==> config.mk <==
export PLATFORM = sky130hd
export DESIGN_NAME = alu_sequencer
export DESIGN_NICKNAME = d
export VERILOG_FILES = /design/src/rtl/alu_sequencer.sv
export SDC_FILE = /design/constraint.sdc
export NUM_CORES = 1
export LEC_CHECK = 0
export CELL_PAD_IN_SITES_DETAIL_PLACEMENT = 0
export CELL_PAD_IN_SITES_GLOBAL_PLACEMENT = 1
export CORE_MARGIN = 2
export CORE_UTILIZATION = 53
export DETAILED_ROUTE_END_ITERATION = 10
export PLACE_DENSITY_LB_ADDON = 0.1
export RECOVER_POWER = 100
export SLEW_MARGIN = 40
export SYNTH_ARGS = -nofsm -noshare
export SYNTH_HDL_FRONTEND = slang
export SYNTH_SLANG_ARGS = --single-unit
==> constraint.sdc <==
create_clock -name CLK -period 43.6 [get_ports CLK]
set_input_delay 13.08 -clock CLK [delete_from_list [all_inputs] [get_ports CLK]]
set_output_delay 13.08 -clock CLK [all_outputs]
set_load 0.02 [all_outputs]
==> src/rtl/alu_sequencer.sv <==
// Four-cycle multi-cycle sequencer driving an external registered ALU.
// Each instruction runs FETCH, DECODE, EXEC, WB; a halt parks the machine until START.
module alu_sequencer #(
   parameter int             PC_W     = 8,
   parameter logic [PC_W-1:0] START_PC = '0
) (
   input  logic            CLK,
   input  logic            RESET,
   input  logic            START,
   output logic [PC_W-1:0] IADDR,
   input  logic [15:0]     IDATA,
   output logic [PC_W-1:0] DADDR,
   input  logic [15:0]     DDATA,
   output logic            DWE,
   output logic [15:0]     DWDATA,
   output logic [3:0]      OP,
   output logic [15:0]     INPUTA,
   output logic [15:0]     INPUTB,
   output logic [15:0]     INPUTC,
   output logic [15:0]     MEMIN,
   input  logic [15:0]     OUT,
   input  logic            ZERO,
   input  logic            EQUAL,
   output logic            BUSY,
   output logic            HALTED,
   output logic            ILLEGAL,
   output logic [PC_W-1:0] PC
);

   typedef enum logic [2:0] {IDLE, FETCH, DECODE, EXEC, WB, HALT} state_t;

   localparam logic [3:0] OPC_HALT = 4'd1;
   localparam logic [3:0] OPC_BEQ  = 4'd5;
   localparam logic [3:0] OPC_WM   = 4'd6;
   localparam logic [3:0] OPC_BSQ  = 4'd10;

   state_t          state, nxt;
   logic [PC_W-1:0] pc, pc_inc, pc_br, pc_next, imm_sext;
   logic [15:0]     ir;
   logic [15:0]     rf [16];
   logic [15:0]     op_a, op_b, op_c, memin;
   logic            halted, illegal;
   logic [15:0]     rd_a, rd_b, rd_c;
   logic [3:0]      opc, rd, ra, rb;
   logic            wr_en, taken, is_illegal;

   assign opc = ir[15:12];
   assign rd  = ir[11:8];
   assign ra  = ir[7:4];
   assign rb  = ir[3:0];

   // Register 0 is hardwired to zero on every read port.
   assign rd_a = (ra == 4'd0) ? 16'h0000 : rf[ra];
   assign rd_b = (rb == 4'd0) ? 16'h0000 : rf[rb];
   assign rd_c = (rd == 4'd0) ? 16'h0000 : rf[rd];

   assign wr_en      = (opc inside {4'd2, 4'd3, 4'd4, 4'd7, 4'd8, 4'd9, 4'd12}) && (rd != 4'd0);
   assign is_illegal = opc inside {4'd11, 4'd13, 4'd14, 4'd15};
   assign taken      = ((opc == OPC_BEQ) && EQUAL) || ((opc == OPC_BSQ) && ZERO);
   assign imm_sext   = {{(PC_W-4){rb[3]}}, rb};
   assign pc_inc     = pc + PC_W'(1);
   assign pc_br      = pc_inc + imm_sext;
   assign pc_next    = taken ? pc_br : pc_inc;

   always_ff @(posedge CLK or posedge RESET) begin
      if (RESET) state <= IDLE;
      else       state <= nxt;
   end

   always_comb begin
      nxt = state;
      case (state)
         IDLE:    if (START) nxt = FETCH;
         FETCH:   nxt = DECODE;
         DECODE:  nxt = EXEC;
         EXEC:    nxt = WB;
         WB:      nxt = (opc == OPC_HALT) ? HALT : FETCH;
         HALT:    if (START) nxt = FETCH;
         default: nxt = IDLE;
      endcase
   end

   always_ff @(posedge CLK or posedge RESET) begin
      if (RESET) begin
         pc      <= START_PC;
         ir      <= '0;
         op_a    <= '0;
         op_b    <= '0;
         op_c    <= '0;
         memin   <= '0;
         halted  <= 1'b0;
         illegal <= 1'b0;
         for (int i = 0; i < 16; i++) rf[i] <= '0;
      end else begin
         case (state)
            IDLE: if (START) pc <= START_PC;
            HALT: if (START) begin
               pc     <= START_PC;
               halted <= 1'b0;
            end
            FETCH: ir <= IDATA;
            DECODE: begin
               op_a  <= rd_a;
               op_b  <= rd_b;
               op_c  <= rd_c;
               memin <= DDATA;
            end
            WB: begin
               if (wr_en)      rf[rd]  <= OUT;
               if (is_illegal) illegal <= 1'b1;
               // Halt leaves PC pointing at the halt instruction itself.
               if (opc == OPC_HALT) halted <= 1'b1;
               else                 pc     <= pc_next;
            end
            default: ;
         endcase
      end
   end

   assign IADDR   = pc;
   assign PC      = pc;
   assign DADDR   = rd_a[PC_W-1:0];
   assign OP      = (state == EXEC) ? opc : 4'd0;
   assign DWE     = (state == WB) && (opc == OPC_WM);
   assign DWDATA  = DWE ? OUT : 16'h0000;
   assign INPUTA  = op_a;
   assign INPUTB  = op_b;
   assign INPUTC  = op_c;
   assign MEMIN   = memin;
   assign BUSY    = (state == FETCH) || (state == DECODE) || (state == EXEC) || (state == WB);
   assign HALTED  = halted;
   assign ILLEGAL = illegal;

endmodule

======== Word level (Yosys, flattened, before mapping) ========
Index checks and enable logic that the tools add are counted.
word-level totals
  bits in registers ....................... 349
  input bits .............................. 53
  output and inout port bits .............. 112
  logic and storage cells ................. 108
cells by class
  add/sub/neg operators ................... 2
  magnitude comparators ................... 4
  equal/unequal tests ..................... 24
  mux-type cells .......................... 27
  bitwise logic cells ..................... 3
  reduce and logical (&&, ||, !) cells .... 23
operators by type and width
  operator                                                               count
  256-bit bitwise mux                                                    1
  16-bit binary-select mux with 4-bit select                             3
  16-bit two-way mux                                                     11
  16-bit demux with 4-bit select                                         1
  4-bit equality test, second input constant                             8
  8-bit two-way mux                                                      3
  4-bit by 3-bit equality test with 1-bit output, second input constant  4
  8-bit one-hot mux with 2 select lines                                  1
  5-bit >= comparator, second input constant                             3
  4-bit NOT with 5-bit output                                            3
  3-bit one-hot mux with 5 select lines                                  1
  4-bit zero test                                                        3
  8-bit by 1-bit adder with 8-bit output, second input constant          1
  8-bit adder                                                            1
  4-bit by 2-bit equality test with 1-bit output, second input constant  2
  4-bit nonzero test                                                     2
  7-bit nonzero test                                                     1
  3-bit by 2-bit equality test with 1-bit output, second input constant  2
  3-bit equality test, second input constant                             2
  3-bit two-way mux                                                      2
  2-bit != test, second input constant                                   3
  3-bit AND reduction                                                    2
  1-bit logical AND                                                      5
  5-bit by 1-bit < comparator with 1-bit output, second input constant   1
  11 further kinds                                                       17

======== Logic depth before layout (Yosys ltp) ========
Gate-level depths: netlist (run 1).
  depth in word-level cells ............... 6
  gate-level depth with buffers ........... 10

======== Worst setup path before layout (run 1) ========
No wires, ideal clock.
  kind .................................... in2out
  from .................................... input port OUT[0]
  to ...................................... output port DWDATA[0]
  arrival time ............................ 13.562 ns
  data required time ...................... 30.520 ns
  setup slack ............................. 16.958 ns
  stages .................................. 2
  path buffers ............................ 1
  cells stage by stage .................... clkbuf_1 > and2_1
on the way
  longest elaborated chain between the ends .. 1
RTL lines
  item                line  source
  start, declared     21    input logic [15:0] OUT,
  16-bit two-way mux  125   assign DWDATA = DWE ? OUT : 16'h0000;
  end, declared       15    output logic [15:0] DWDATA,
No other way between the ends.

======== Worst setup path in the final report (run 1) ========
  from .................................... input port OUT[10]
  to ...................................... output port DWDATA[10]
The elaborated chain is that of the path after synthesis.

==> flow_summary.json, run 1 <==
{
  "crit_fanout": 16,
  "ys_types": 60,
  "area_delta_synth_final_pct": 15.3,
  "yosysSeqAreaShare": 0.433,
  "start_kind": "primary input",
  "ctsHoldBuffers": 0,
  "antennaDiodeCount": 0,
  "clkTransAtPathRegs_ps": 60,
  "max_stage_delay_ps": 920,
  "die_w_um": 199,
  "drive_gt1_frac": 0.387,
  "postCtsSetupBuffers": 0,
  "powerDensity_mw_per_mm2": 84.4,
  "clock_path_buffers": 3,
  "slowest_stage": "dlygate4sd3_1",
  "instances_no_fill": 2014,
  "grt_use_total": 0.297,
  "dr.pass1.iters": 5,
  "core_mm2": 0.0376,
  "vias": 13000,
  "num_rows": 71,
  "htree_levels": 2,
  "ys_warn_count": 0,
  "cts_made_buffers": 39,
  "clk_latency_ps": 560,
  "avgSynthCellArea_um2": 14.4,
  "end_kind": "output port",
  "r2r_slack_ps": 37080,
  "period_needed_ps": 28030,
  "ant_nets": 0,
  "grt_pass1_vias": 12900,
  "synth_area_mm2": 0.0202,
  "grt_overflow": 0,
  "ys_ff_latch": 349,
  "worst_slew_pin_slew_ps": 4100,
  "grt_antenna_before_repair": 2,
  "synth_ff_type": "dfrtp_1",
  "relSlewSlack": -1.73,
  "critPathRequiredTime_ps": 30520,
  "portBuffers": 164,
  "worst_path_most_repeated_cell": "dlygate4sd3_1",
  "finalCritPeriodShare": 0.643,
  "setup-violations-final": 0,
  "die_area_mm2": 0.0396,
  "clkSinkCount": 349,
  "status": "finished with violations",
  "start_util": 0.537,
  "wire_per_inst_um": 28.5,
  "drcViolationCount": 0,
  "rsz0062_at_grt": "no",
  "worst_ep_arrival_time_ps": 14950,
  "hold_class": "register to register",
  "yosys-top-cells-area": "dfrtp_1, mux4_2, mux2_2",
  "io_pins": 165,
  "crit_chain": "dlygate4sd3_1 -> and2_1 -> dlygate4sd3_1",
  "yosysTopAreaCell": "dfrtp_1",
  "maxCapViolations": 12,
  "synthArstFlopShare": 1.00,
  "grt_pass1_wl_mm": 85.3,
  "wl_mm": 57.3,
  "syn-num-nets": 1459,
  "gp_congestion": 0.799,
  "cts_resized": 0,
  "mostFrequentLayoutCells": "dfrtp_1, mux2_2, mux4_2",
  "p_leak_nw": 9.72,
  "critPathKind": "primary input to output port",
  "cts_tree": "done",
  "syn_inst": 1397,
  "drv_slew": 590,
  "fin_tns_setup_ps": 0,
  "synth_edf_count": 0,
  "place_inst": 1942,
  "dp_hpwl_mm": 33.7,
  "viasPerCell": 6.47,
  "hold_violations": 0,
  "timing.fmax_mhz": 35.7,
  "die_h_um": 199,
  "synth_top_area_share": 0.433,
  "grt_start_max_net_pins": 77,
  "cts_root_buffer": "clkbuf_16",
  "ir_drop_mv": 0.0331,
  "fin_nets": 1534,
  "drtIter0Drc": 1010,
  "violations": "max-capacitance violations, max-slew violations",
  "final_common_cell": "dfrtp_1",
  "fin_worst_skew_ps": 24.0
}
-- cells by family (layout without fill, tap and decap cells) --
family,count (synthesis),after routing,share of synthesized area
mux,531,531,0.416
fa+ha+maj,10,10,0.00645
flops,349,349,0.433
buf+inv,180,286,0.0454
xor+xnor,13,13,0.00564
simple gates,218,218,0.0587
compound gates,96,96,0.0353
-- Yosys cell counts (3+ instances only) --
cell type	count
a21oi_1	8
a22oi_1	8
o211ai_1	3
nor4_1	17
nor3_1	6
nor2_1	15
o211a_1	8
nand2_1	100
clkbuf_1	75
buf_6	15
xnor2_1	7
nand3_1	8
xor2_1	6
mux2_4	27
buf_1	8
mux2_2	260
nand4_2	4
nor3b_1	3
mux4_2	208
mux2_1	7
buf_2	36
or3_1	3
nand2b_1	3
nand2_4	6
o21ai_0	29
a221o_1	24
mux2i_1	29
ha_1	8
nor2b_1	12
dfrtp_1	349
and3_1	4
buf_4	22
inv_1	23
and2_1	22
-- worst max-delay path, delay by kind of cell --
| kind | cells | cell delay, ps |
|---|---|---|
| buf+inv | 2 | 1620 |
| simple gates | 1 | 250 |
-- metal layers --
| metal | global-route usage | routed length, um |
|---|---|---|
| met4 | 0.0777 | 1240 |
| met5 | 0 | 8 |
| met1 | 0.445 | 25600 |
| met3 | 0.0690 | 4710 |
| met2 | 0.439 | 25800 |
-- where the power goes --
part | total (mW) | leakage (nW) | internal [mW] | switching (mW)
clock | 0.377 | 0.733 | 0.239 | 0.138
sequential | 0.623 | 4.21 | 0.458 | 0.165
combinational | 0.963 | 4.78 | 0.534 | 0.429
-- cell type report --
class | instances | area, um2
Clock buffer | 55 | 1160
Clock inverter | 17 | 325
Fill cell | 2964 | 14300
Inverter | 24 | 91.3
Multi-Input combinational cell | 868 | 10500
Sequential cell | 349 | 8740
Tap cell | 511 | 639
Timing Repair Buffer | 190 | 1820
-- flip-flops by register name, summed over array words and instances (netlist names), 3 cells and up --
name    count
rf        256
INPUTA     16
INPUTB     16
INPUTC     16
MEMIN      16
ir         16
IADDR       8
state       3
-- path summary, 6_finish.rpt --
path	startpoint	to	cells after the start
max	OUT[10]	DWDATA[10]	3
min	rf[245]	rf[245]	0
max reg2reg	ir[4]	INPUTA[11]	5
min reg2reg	rf[245]	rf[245]	0
max in group asynchronous	RESET	rf[204]	4
min in group asynchronous	RESET	IADDR[2]	2
-- metrics by stage --
stage                     utilization  worst slack (ps)  instance area (um2)  power, mW  hold WS, ps
after global placement          0.582             15720                21900       1.58          397
after floorplan                     -             16960                20200       1.31          458
after detailed placement        0.584             15720                21900       1.60          404
final                           0.619             15570                23300       1.96          415
after CTS                       0.623             15710                23400       1.98          418
after global routing            0.619             15500                23300       2.07          433
(Power assumes the default switching activity.)
==> run 2, diff against run 1 <==
--- a/config.mk
+++ b/config.mk
@@ -8,7 +8,7 @@
 export CELL_PAD_IN_SITES_DETAIL_PLACEMENT = 0
 export CELL_PAD_IN_SITES_GLOBAL_PLACEMENT = 1
 export CORE_MARGIN = 2
-export CORE_UTILIZATION = 53
+export CORE_UTILIZATION = 50
 export DETAILED_ROUTE_END_ITERATION = 10
 export PLACE_DENSITY_LB_ADDON = 0.1
 export RECOVER_POWER = 100
==> constraint.sdc (replaced) <==
create_clock -name CLK -period 26.9 [get_ports CLK]
set_input_delay 8.07 -clock CLK [delete_from_list [all_inputs] [get_ports CLK]]
set_output_delay 8.07 -clock CLK [all_outputs]
set_load 0.02 [all_outputs]
==> flow_summary.json, run 2 (synthesis results as in run 1) <==
{
  "fin_area_mm2": 0.0232,
  "final_common_cell": "dfrtp_1",
  "critPathKind": "primary input to output port",
  "vias": 13000,
  "core_mm2": 0.0398,
  "grt_start_max_net_pins": 136,
  "dr.pass1.iters": 5,
  "status": "finished with violations",
  "slowest_stage": "dlygate4sd3_1",
  "end_kind": "output port",
  "clkTransAtPathRegs_ps": 60,
  "fin_worst_skew_ps": 11.6,
  "ctsHoldBuffers": 0,
  "powerDensity_mw_per_mm2": 137,
  "grt_use_total": 0.284,
  "maxCapViolations": 11,
  "cts_made_buffers": 40,
  "grt_pass1_wl_mm": 87.2,
  "drcViolationCount": 0,
  "max_stage_delay_ps": 960,
  "top_register": "rf",
  "cts_resized": 0,
  "drv_slew": 570,
  "wl_mm": 57.9,
  "fin_nets": 1536,
  "area_delta_synth_final_pct": 15.1,
  "finalCritPeriodShare": 0.669,
  "num_rows": 73,
  "clock_path_buffers": 3,
  "crit_chain": "dlygate4sd3_1 -> and2_1 -> dlygate4sd3_1",
  "hold_class": "register to register",
  "portBuffers": 164,
  "dp_hpwl_mm": 34.5,
  "clkSinkCount": 349,
  "start_kind": "primary input",
  "postCtsSetupBuffers": 0,
  "drive_gt1_frac": 0.391,
  "mostFrequentLayoutCells": "dfrtp_1, mux2_2, mux4_2",
  "violations": "max-capacitance violations, max-slew violations",
  "gp_congestion": 0.766,
  "grt_overflow": 0,
  "setup-violations-final": 0,
  "instances_no_fill": 2032,
  "hold_violations": 0,
  "p_leak_nw": 9.70,
  "grt_pass1_vias": 13100,
  "timing.fmax_mhz": 55.5,
  "die_area_mm2": 0.0420,
  "fin_tns_setup_ps": 0,
  "htree_levels": 2,
  "placed_area_mm2": 0.0220,
  "die_w_um": 205,
  "critPathRequiredTime_ps": 18830,
  "grt_antenna_before_repair": 2,
  "die_h_um": 205,
  "crit_fanout": 16,
  "largest_reg_flops": 256,
  "clk_latency_ps": 570,
  "period_needed_ps": 18000,
  "ir_drop_mv": 0.0607,
  "worst_path_most_repeated_cell": "dlygate4sd3_1",
  "wire_per_inst_um": 28.5,
  "drtIter0Drc": 991,
  "cts_root_buffer": "clkbuf_16",
  "rsz0062_at_grt": "no",
  "cts_tree": "done",
  "start_util": 0.507,
  "ant_nets": 0,
  "place_inst": 1957,
  "io_pins": 165,
  "relSlewSlack": -3.20,
  "worst_slew_pin_slew_ps": 6260,
  "viasPerCell": 6.42,
  "worst_ep_arrival_time_ps": 9930
}
[run 2: changes by cell type in the layout (fill, tap and decap cells not counted), moves of 2 or more]
cell and change:
clkinv_2 +7, mux2_4 +2, clkinvlp_4 +2, clkbuf_8 -5, buf_6 +2, bufinv_16 -3, mux2_1 -2, dfrtp_1 -2
dfrtp_2 +3
[run 2: path summary, 6_finish.rpt]
path | slack (ps) | start | depth (start not counted) | end
worst max register to register | 20370 | ir[8] | 4 | rf[70]
worst min register to register | 420 | rf[249] | 0 | rf[249]
min in group asynchronous | 9930 | RESET | 2 | INPUTC[3]
max in group asynchronous | 10730 | RESET | 3 | ir[4]
worst min-delay path | 420 | rf[249] | 0 | rf[249]
worst max-delay path | 8900 | OUT[2] | 3 | DWDATA[2]
[run 2: through the flow]
step	power [mW]	util	worst slack, ps	hold WS (ps)
2_1_floorplan	2.12	-	9150	458
3_3_place_gp	2.57	0.550	9010	394
3_5_place_dp	2.61	0.552	9010	402
4_1_cts	3.20	0.588	9000	417
5_1_grt	3.35	0.583	8790	432
6_report	3.18	0.583	8900	415
[run 2: layout make-up]
| cell class | instances | area (um2) |
|---|---|---|
| Clock buffer | 51 | 1120 |
| Tap cell | 525 | 657 |
| Fill cell | 3239 | 16600 |
| Antenna cell | 1 | 2.50 |
| Clock inverter | 23 | 278 |
| Timing Repair Buffer | 191 | 1840 |
| Sequential cell | 349 | 8740 |
| Inverter | 24 | 91.3 |
| Multi-Input combinational cell | 868 | 10500 |
[run 2: worst max-delay path, delay by kind of cell]
kind          cells  cell delay, ps
simple gates      1             220
buf+inv           2            1630
[run 2: metal layers]
metal | part of all wire | GRT usage | up-vias
li1 | - | - | 5538
met1 | 0.45 | 0.429 | 6929
met2 | 0.45 | 0.428 | 497
met3 | 0.073 | 0.0539 | 82
met4 | 0.022 | 0.0712 | 0
met5 | 0 | 0 | -
[run 2: power by group]
part,internal [mW],switching (mW),total [mW],leakage (nW)
sequential,0.744,0.244,0.988,4.20
clock,0.354,0.229,0.583,0.698
combinational,0.879,0.725,1.60,4.80
==> run 3, diff against run 2 <==
--- a/config.mk
+++ b/config.mk
@@ -8,7 +8,7 @@
 export CELL_PAD_IN_SITES_DETAIL_PLACEMENT = 0
 export CELL_PAD_IN_SITES_GLOBAL_PLACEMENT = 1
 export CORE_MARGIN = 2
-export CORE_UTILIZATION = 50
+export CORE_UTILIZATION = 45
 export DETAILED_ROUTE_END_ITERATION = 10
 export PLACE_DENSITY_LB_ADDON = 0.1
 export RECOVER_POWER = 100
==> constraint.sdc (replaced) <==
create_clock -name CLK -period 16 [get_ports CLK]
set_input_delay 4.8 -clock CLK [delete_from_list [all_inputs] [get_ports CLK]]
set_output_delay 4.8 -clock CLK [all_outputs]
set_load 0.02 [all_outputs]
==> flow_summary.json, run 3 (synthesis results as in run 1) <==
{
  "grt_antenna_before_repair": 4,
  "grt_overflow": 0,
  "r2r-start": "ir[8]",
  "htree_levels": 2,
  "final_common_cell": "dfrtp_1",
  "critPathKind": "register to output port",
  "r2r_slack_ps": 8000,
  "fin_tns_setup_ps": 0,
  "die_h_um": 216,
  "placed_area_mm2": 0.0221,
  "maxCapViolations": 16,
  "powerDensity_mw_per_mm2": 227,
  "drtIter0Drc": 1111,
  "grt_pass1_vias": 13000,
  "start_util": 0.456,
  "place_inst": 2023,
  "num_rows": 77,
  "reg2reg_to": "rf[129]",
  "status": "finished with violations",
  "clkTransAtPathRegs_ps": 60,
  "endpoint": "DADDR[0]",
  "vias": 13000,
  "fin_area_mm2": 0.0230,
  "cts_root_buffer": "clkbuf_16",
  "clock_path_buffers": 3,
  "period_needed_ps": 11730,
  "die_area_mm2": 0.0465,
  "pre_cts_slack_ps": 4650,
  "power_frac_comb": 0.503,
  "worst_r2r_path_depth": 3,
  "setup-violations-final": 0,
  "core_mm2": 0.0442,
  "grt_use_total": 0.263,
  "portBuffers": 164,
  "die_w_um": 216,
  "postCtsSetupBuffers": 0,
  "timing.fmax_mhz": 85.2,
  "hold_class": "register to register",
  "crit_start": "ir[4]",
  "pwr-share-clk": 0.175,
  "end_kind": "output port",
  "violations": "max-capacitance violations, max-slew violations",
  "worst_slew_pin_slew_ps": 5490,
  "wire_per_inst_um": 28.8,
  "p_leak_nw": 9.45,
  "largest_reg_flops": 256,
  "rsz0062_at_grt": "no",
  "ctsHoldBuffers": 0,
  "antennaDiodeCount": 0,
  "io_pins": 165,
  "dr.pass1.iters": 5,
  "cts_tree": "done",
  "hold_violations": 0,
  "p_switching_mw": 1.98,
  "seqPwrFrac": 0.321,
  "finalCritPeriodShare": 0.733,
  "ant_nets": 0,
  "fin_nets": 1535,
  "instances_no_fill": 2091,
  "critPathRequiredTime_ps": 11200,
  "fin_worst_skew_ps": 13.6,
  "grt_start_max_net_pins": 119,
  "dp_hpwl_mm": 36.5,
  "cts_resized": 0,
  "top_register": "rf",
  "clk_latency_ps": 560,
  "drcViolationCount": 0,
  "drive_gt1_frac": 0.368,
  "area_delta_synth_final_pct": 14.1,
  "ir_drop_mv": 0.133,
  "mostFrequentLayoutCells": "dfrtp_1, mux2_2, mux4_2",
  "crit_fanout": 45,
  "start_kind": "register",
  "grt_pass1_wl_mm": 89.5,
  "worst_ep_arrival_time_ps": 6930,
  "p_sw_frac": 0.378,
  "clkSinkCount": 349,
  "gp_congestion": 0.771,
  "finalWorstSetupSlack_ps": 4270,
  "relSlewSlack": -2.66,
  "internal-power_mw": 3.25,
  "drv_slew": 579,
  "wl_mm": 60.2,
  "viasPerCell": 6.21,
  "holdWs_ps": 416,
  "cts_made_buffers": 40
}
-- run 3: cell types whose count changed in the layout (fill, tap and decap cells not counted), moves of 4 or more --
| cell | before | now |
|---|---|---|
| clkdlybuf4s50_1 | 4 | 19 |
| dlygate4sd3_1 | 160 | 145 |
| clkinv_2 | 13 | 1 |
| clkbuf_1 | 13 | 24 |
| nand2_1 | 100 | 106 |
| nand2_4 | 6 | 0 |
| mux2_1 | 30 | 35 |
| bufinv_16 | 6 | 2 |
| clkbuf_8 | 6 | 10 |
| mux2_4 | 4 | 0 |
| nand4_1 | 2 | 6 |
-- run 3: worst max-delay path: stages (launching register included) --
cell           delay [ps]
dfrtp_1              1330
clkbuf_1             2880
mux4_2                770
mux2i_1               350
nand2_1               100
o211a_1               210
dlygate4sd3_1         670
-- run 3: power groups by stage --
| stage | Clock (mW) | Combinational [mW] | Sequential [mW] |
|---|---|---|---|
| after floorplan | 0 | 2.00 | 1.57 |
| after global placement | 0 | 2.67 | 1.67 |
| after detailed placement | 0 | 2.69 | 1.70 |
| after CTS | 0.939 | 2.70 | 1.68 |
| after global routing | 0.976 | 2.81 | 1.74 |
| final | 0.918 | 2.63 | 1.68 |
-- run 3: metal layers --
layer	wire length, um	share of wire	vias to the layer above	GRT usage
li1	-	-	5509	-
met1	26900	0.45	6928	0.381
met2	28200	0.47	465	0.414
met3	4070	0.067	87	0.0560
met4	1120	0.019	4	0.0545
met5	23	0.00038	-	0
-- run 3: worst min-delay path by stage --
stage	from	end	slack (ps)	cells past startpoint
after detailed placement	rf[240]	rf[240]	400	0
after floorplan	rf[240]	rf[240]	460	1
after CTS	rf[251]	rf[251]	420	0
after global routing	rf[249]	rf[249]	430	0
after global placement	rf[249]	rf[249]	400	0
final	rf[251]	rf[251]	420	0
-- run 3: metrics by stage --
step / utilization / total power, mW
CTS: 0.529 / 5.32
global route: 0.520 / 5.53
floorplan: - / 3.57
global placement: 0.497 / 4.34
detailed placement: 0.500 / 4.39
finish: 0.520 / 5.23
-- run 3: layout make-up --
cell class / count / area [um2]
clock buffer: 65 / 1220
multi-input combinational: 868 / 10300
timing repair buffer: 190 / 1830
tap: 592 / 741
fill: 3760 / 21200
inverter: 24 / 91.3
clock inverter: 3 / 65.1
sequential: 349 / 8740
==> edit 1, RTL diff (config.mk and constraints of run 3) <==
Add an input register stage for `START`, `IDATA`, `DDATA`, `OUT`, `ZERO` and `EQUAL`, with the module's reset; this delays them by one clock.
--- a/src/rtl/alu_sequencer.sv
+++ b/src/rtl/alu_sequencer.sv
@@ -35,4 +35,29 @@
    localparam logic [3:0] OPC_BSQ  = 4'd10;
 
+   logic START_q;
+   logic [15:0] IDATA_q;
+   logic [15:0] DDATA_q;
+   logic [15:0] OUT_q;
+   logic ZERO_q;
+   logic EQUAL_q;
+
+   always_ff @(posedge CLK or posedge RESET) begin
+      if (RESET) begin
+         START_q <= '0;
+         IDATA_q <= '0;
+         DDATA_q <= '0;
+         OUT_q   <= '0;
+         ZERO_q  <= '0;
+         EQUAL_q <= '0;
+      end else begin
+         START_q <= START;
+         IDATA_q <= IDATA;
+         DDATA_q <= DDATA;
+         OUT_q   <= OUT;
+         ZERO_q  <= ZERO;
+         EQUAL_q <= EQUAL;
+      end
+   end
+
    state_t          state, nxt;
    logic [PC_W-1:0] pc, pc_inc, pc_br, pc_next, imm_sext;
@@ -57,5 +82,5 @@
    assign wr_en      = (opc inside {4'd2, 4'd3, 4'd4, 4'd7, 4'd8, 4'd9, 4'd12}) && (rd != 4'd0);
    assign is_illegal = opc inside {4'd11, 4'd13, 4'd14, 4'd15};
-   assign taken      = ((opc == OPC_BEQ) && EQUAL) || ((opc == OPC_BSQ) && ZERO);
+   assign taken      = ((opc == OPC_BEQ) && EQUAL_q) || ((opc == OPC_BSQ) && ZERO_q);
    assign imm_sext   = {{(PC_W-4){rb[3]}}, rb};
    assign pc_inc     = pc + PC_W'(1);
@@ -71,10 +96,10 @@
       nxt = state;
       case (state)
-         IDLE:    if (START) nxt = FETCH;
+         IDLE:    if (START_q) nxt = FETCH;
          FETCH:   nxt = DECODE;
          DECODE:  nxt = EXEC;
          EXEC:    nxt = WB;
          WB:      nxt = (opc == OPC_HALT) ? HALT : FETCH;
-         HALT:    if (START) nxt = FETCH;
+         HALT:    if (START_q) nxt = FETCH;
          default: nxt = IDLE;
       endcase
@@ -94,18 +119,18 @@
       end else begin
          case (state)
-            IDLE: if (START) pc <= START_PC;
-            HALT: if (START) begin
+            IDLE: if (START_q) pc <= START_PC;
+            HALT: if (START_q) begin
                pc     <= START_PC;
                halted <= 1'b0;
             end
-            FETCH: ir <= IDATA;
+            FETCH: ir <= IDATA_q;
             DECODE: begin
                op_a  <= rd_a;
                op_b  <= rd_b;
                op_c  <= rd_c;
-               memin <= DDATA;
+               memin <= DDATA_q;
             end
             WB: begin
-               if (wr_en)      rf[rd]  <= OUT;
+               if (wr_en)      rf[rd]  <= OUT_q;
                if (is_illegal) illegal <= 1'b1;
                // Halt leaves PC pointing at the halt instruction itself.
@@ -123,5 +148,5 @@
    assign OP      = (state == EXEC) ? opc : 4'd0;
    assign DWE     = (state == WB) && (opc == OPC_WM);
-   assign DWDATA  = DWE ? OUT : 16'h0000;
+   assign DWDATA  = DWE ? OUT_q : 16'h0000;
    assign INPUTA  = op_a;
    assign INPUTB  = op_b;
Function: changed (a bounded check fails within 4 cycles, from zero or initial values and one cycle with RESET high).
==> edit 1 against run 3 <==
The flow still finishes with violations (max-capacitance violations, max-slew violations). Critical path depth stayed put. Die area grew 4.6%. Area after synthesis up 4.7%. Register-to-register slack improved by 1.7 ns. Fmax up 3.0%. Design area is 6.5% higher. Setup slack better by 0.35 ns. First-iteration DRC count shrank 13%. Critical path type unchanged. Sequential power grew 7%. Power down 9.6%. Routed wire length shrank 4.1%. Sequential cell count grew 51. Combinational power is 30% lower. Largest power group unchanged.
==> edit 1: results (changes against run 3) <==
top cells by area, synth dfrtp_1 47%, mux4_2 22%, mux2_2 15%, mux2i_1 1.2%, clkbuf_1 1.2%; largest net degree at the start of global routing 129 (+8.4%); Synth Area in Compound Gates 3.19% (-0.34 points); post-synthesis net count 1447 (-0.82%); Final GP Congestion 0.778 (+0.92%); DRT iter0 DRCs 965 (-13%); Worst Clk Skew 0.0218 ns (+0.00820 ns); wire per inst 27.2 um (-5.6%); Max Transition Viols Final 382 (-34%); routing usage on met1 34.2% (-3.9 points); cell leakage power 0.0110 uW (+16%); Clock Latency Late Sink 0.59 ns (+0.03 ns); Worst slew margin -287% (-21 points); fraction of registers with async set/reset 100% (unchanged); failing checks max-capacitance violations, max-slew violations; status finished with violations; first-pass GRT wire length 87400 um (-2.4%); Mean Syn Cell Area 15.3 um^2 (+5.6%); met3 routed WL 2590 um (-36%); Synth Area in XOR/XNOR 0.498% (-0.067 points); layout cells sized above 1 39.4% (+2.6 points); post-synthesis mux area share 39.9% (-1.7 points); TritonCTS buffer count 45 (+13%); Worst VDD drop 0.000133 V (-0.13%); Inst Count DP 2037 (+0.69%); # port buffers 164 (unchanged); synth unique cells 59 (-1.7%); vias 12800 (-1.1%); routed wl met2 27900 um (-0.91%); nets 1540 (+0.33%); max cap viols 10 (-6); sequential fraction of the synthesis area 47.4% (+4.1 points); fin cells 2123 (+1.5%); GR Util All Layers 24.6% (-1.7 points); initial antenna violation count 1 (-3); GRT met2 Usage 40.1% (-1.2 points); max incr delay on CP 2.24 ns (-0.64 ns); met1 wire length 25500 um (-5.2%); DP Area 23100 um^2 (+4.6%); Crit Path Max Fanout 34 (-24%); dpl ws 7.92 ns (+3.27 ns); Post-synth top cells 400 x dfrtp_1, 286 x mux2_2, 208 x mux4_2; adder-cell share of the synthesized area 0.616% (-0.029 points); met3 Use GR 3.41% (-2.2 points); Detail Placement HPWL 35100 um (-3.7%); number of global-route vias before repair 13600 (+3.9%); Arr. time, crit path 6.59 ns (-0.34 ns)
==> edit 1: changes by cell type in the layout (fill, tap and decap cells not counted), sizes merged, moves of 7 or more <==
cell | run 3 | this run
mux2 | 294 | 309
a22o | 1 | 8
nor2b | 12 | 5
dlygate4sd3 | 145 | 161
nor4 | 17 | 25
clkdlybuf4s50 | 19 | 3
dfrtp | 349 | 400
o211a | 8 | 0
clkbuf | 75 | 86
nand2 | 106 | 41
==> edit 1: where the power goes <==
group / internal (uW) / total (uW) / switching [uW] / leakage, uW
Sequential: 1350 / 1800 / 450 / 0.00534
Clock: 663 / 1100 / 435 / 0.000774
Combinational: 1020 / 1830 / 808 / 0.00488
Total: 3030 / 4730 / 1690 / 0.0110
==> edit 1: worst paths after layout <==
check	to	slack, ns	from	cells after the start
worst min-delay path	rf[247]	0.40	rf[247]	0
worst max-delay path	DADDR[0]	4.61	ir[4]	6
worst max register to register	INPUTA[15]	9.72	state[2]	5
worst min register to register	rf[247]	0.40	rf[247]	0
max in group asynchronous	rf[215]	5.19	RESET	3
min in group asynchronous	START_q	6.45	RESET	2
==> edit 1: worst reg2reg max path, cell delays in order, from the launching register on <==
cell and delay, ns:
dfrtp_1 0.52, nor2b_1 0.17, nand2b_1 1.40, clkbuf_1 2.41, nor2_1 1.05, a221o_1 0.61
==> edit 1: final cells by class <==
| cell class | count | area, um^2 |
|---|---|---|
| inverters | 23 | 87.6 |
| diodes | 1 | 2.50 |
| multi-input cells | 811 | 10200 |
| repair buffers | 197 | 1860 |
| flip-flops and latches | 400 | 10000 |
| clock buffers | 69 | 1350 |
| fillers | 3909 | 22000 |
| clock inverters | 15 | 225 |
| well taps | 607 | 759 |
==> edit 2, RTL diff (flow settings as in run 3) <==
Without the edit above. `PC_W`: 8 -> 6.
--- a/src/rtl/alu_sequencer.sv
+++ b/src/rtl/alu_sequencer.sv
@@ -2,5 +2,5 @@
 // Each instruction runs FETCH, DECODE, EXEC, WB; a halt parks the machine until START.
 module alu_sequencer #(
-   parameter int             PC_W     = 8,
+   parameter int             PC_W     = 6,
    parameter logic [PC_W-1:0] START_PC = '0
 ) (
Interface: changed (resized DADDR, IADDR and PC); port bits go from 165 to 159. No check against the original RTL was run, so the function may have changed too.
==> edit 2 against run 3 <==
Global-route usage is 0.61 points higher. Area after synthesis shrank 1.9%. Setup slack worse by 0.055 ns. The flow still finishes with violations (max-capacitance violations, max-slew violations). Routed wire length fell by 1.1%. Highest routed layer unchanged. Critical path type unchanged. Critical endpoint unchanged. Sequential cell count shrank 2. Power is 2.7% lower. Design area shrank 0.25%.
==> edit 2: results (changes against run 3) <==
DRT iter0 DRCs 965 (-13%); r2r startpoint ir[4]; failing checks max-capacitance violations, max-slew violations; number of global-route vias before repair 12900 (-1.1%); wire per inst 29.6 um (+2.9%); Worst slew margin -245% (+21 points); GR Util All Layers 27.0% (+0.61 points); hold path endpoint rf[248]; synth unique cells 58 (-3.3%); Worst Clk Skew 0.0227 ns (+0.00916 ns); routing usage on met1 38.6% (+0.57 points); sequential fraction of the synthesis area 43.9% (+0.60 points); Worst Min Path Start rf[248]; first-pass GRT wire length 87700 um (-2.1%); Max Transition Viols Final 374 (-35%); TritonCTS buffer count 41 (+2.5%); status finished with violations; Worst VDD drop 0.000104 V (-22%); layout cells sized above 1 41.7% (+4.8 points); Via density 6.28 (+1.0%); max cap viols 8 (-8); met3 Use GR 6.66% (+1.1 points); reg-to-reg slack, setup 9.76 ns (+1.76 ns); DP Area 21600 um^2 (-2.2%); largest net degree at the start of global routing 114 (-4.2%); GRT met2 Usage 41.0% (-0.41 points); Detail Placement HPWL 35000 um (-4.0%); Final GP Congestion 0.780 (+1.2%); Reg2Reg Depth 5 (+2)
-- edit 2: layer usage --
layer	wire (um)	share of wire, %
met2	27300	46
met5	44	0.074
met4	1430	2.4
met3	4450	7.5
met1	26300	44
-- edit 2: cell type report --
type	instances	area share, %
Inverter	25	0.414
Multi-Input combinational cell	793	44.5
Antenna cell	3	0.0327
Clock inverter	7	0.496
Tap cell	585	3.19
Sequential cell	347	37.9
Clock buffer	67	5.78
Timing Repair Buffer	182	7.69
-- edit 2: through the flow --
stage	hold slack (ns)	worst slack (ns)	power (uW)	cells	utilization (%)
after detailed placement	0.402	4.52	4160	1932	49.9
after floorplan	0.458	1.58	3390	1318	-
after CTS	0.416	4.52	5160	2006	53.3
after global routing	0.429	3.01	5370	2006	53.0
after global placement	0.394	4.53	4120	1931	49.8
final	0.417	4.21	5090	2009	53.1
-- edit 2: how the worst max path moves through the flow --
stage	end	slack, ns	cells after the start
global route	ir[9]	3.01	5
detailed placement	DWDATA[5]	4.52	3
finish	DADDR[0]	4.21	6
floorplan	HALTED	1.58	1
global placement	DWDATA[5]	4.53	3
CTS	DWDATA[5]	4.52	3
-- edit 2: cells by family (layout without fill, tap and decap cells) --
group / after synthesis / in the layout / synth area share [%]
other: 0 / 3 / 0
XOR/XNOR: 8 / 8 / 0.354
AND/OR/NAND/NOR: 139 / 139 / 4.41
flip-flops: 347 / 347 / 43.9
AO/OA/AOI/OAI: 97 / 97 / 3.76
multiplexers: 541 / 541 / 42.6
buffers and inverters: 178 / 281 / 4.46
adder cells (fa/ha/maj): 8 / 8 / 0.531
-- edit 2: report_power, final --
| part | internal (uW) | leakage [uW] | switching [uW] | total [uW] |
|---|---|---|---|---|
| sequential | 1220 | 0.00414 | 438 | 1660 |
| clock | 612 | 0.000713 | 377 | 989 |
| combinational | 1350 | 0.00446 | 1090 | 2440 |
| total | 3190 | 0.00931 | 1900 | 5090 |
-- edit 2: worst max-delay path: stages, from the launching register on --
cell,delay [ns]
dfrtp_1,1.61
clkbuf_1,2.89
mux4_2,0.79
mux2i_1,0.29
nand2_1,0.09
o211a_1,0.15
clkdlybuf4s50_1,0.59
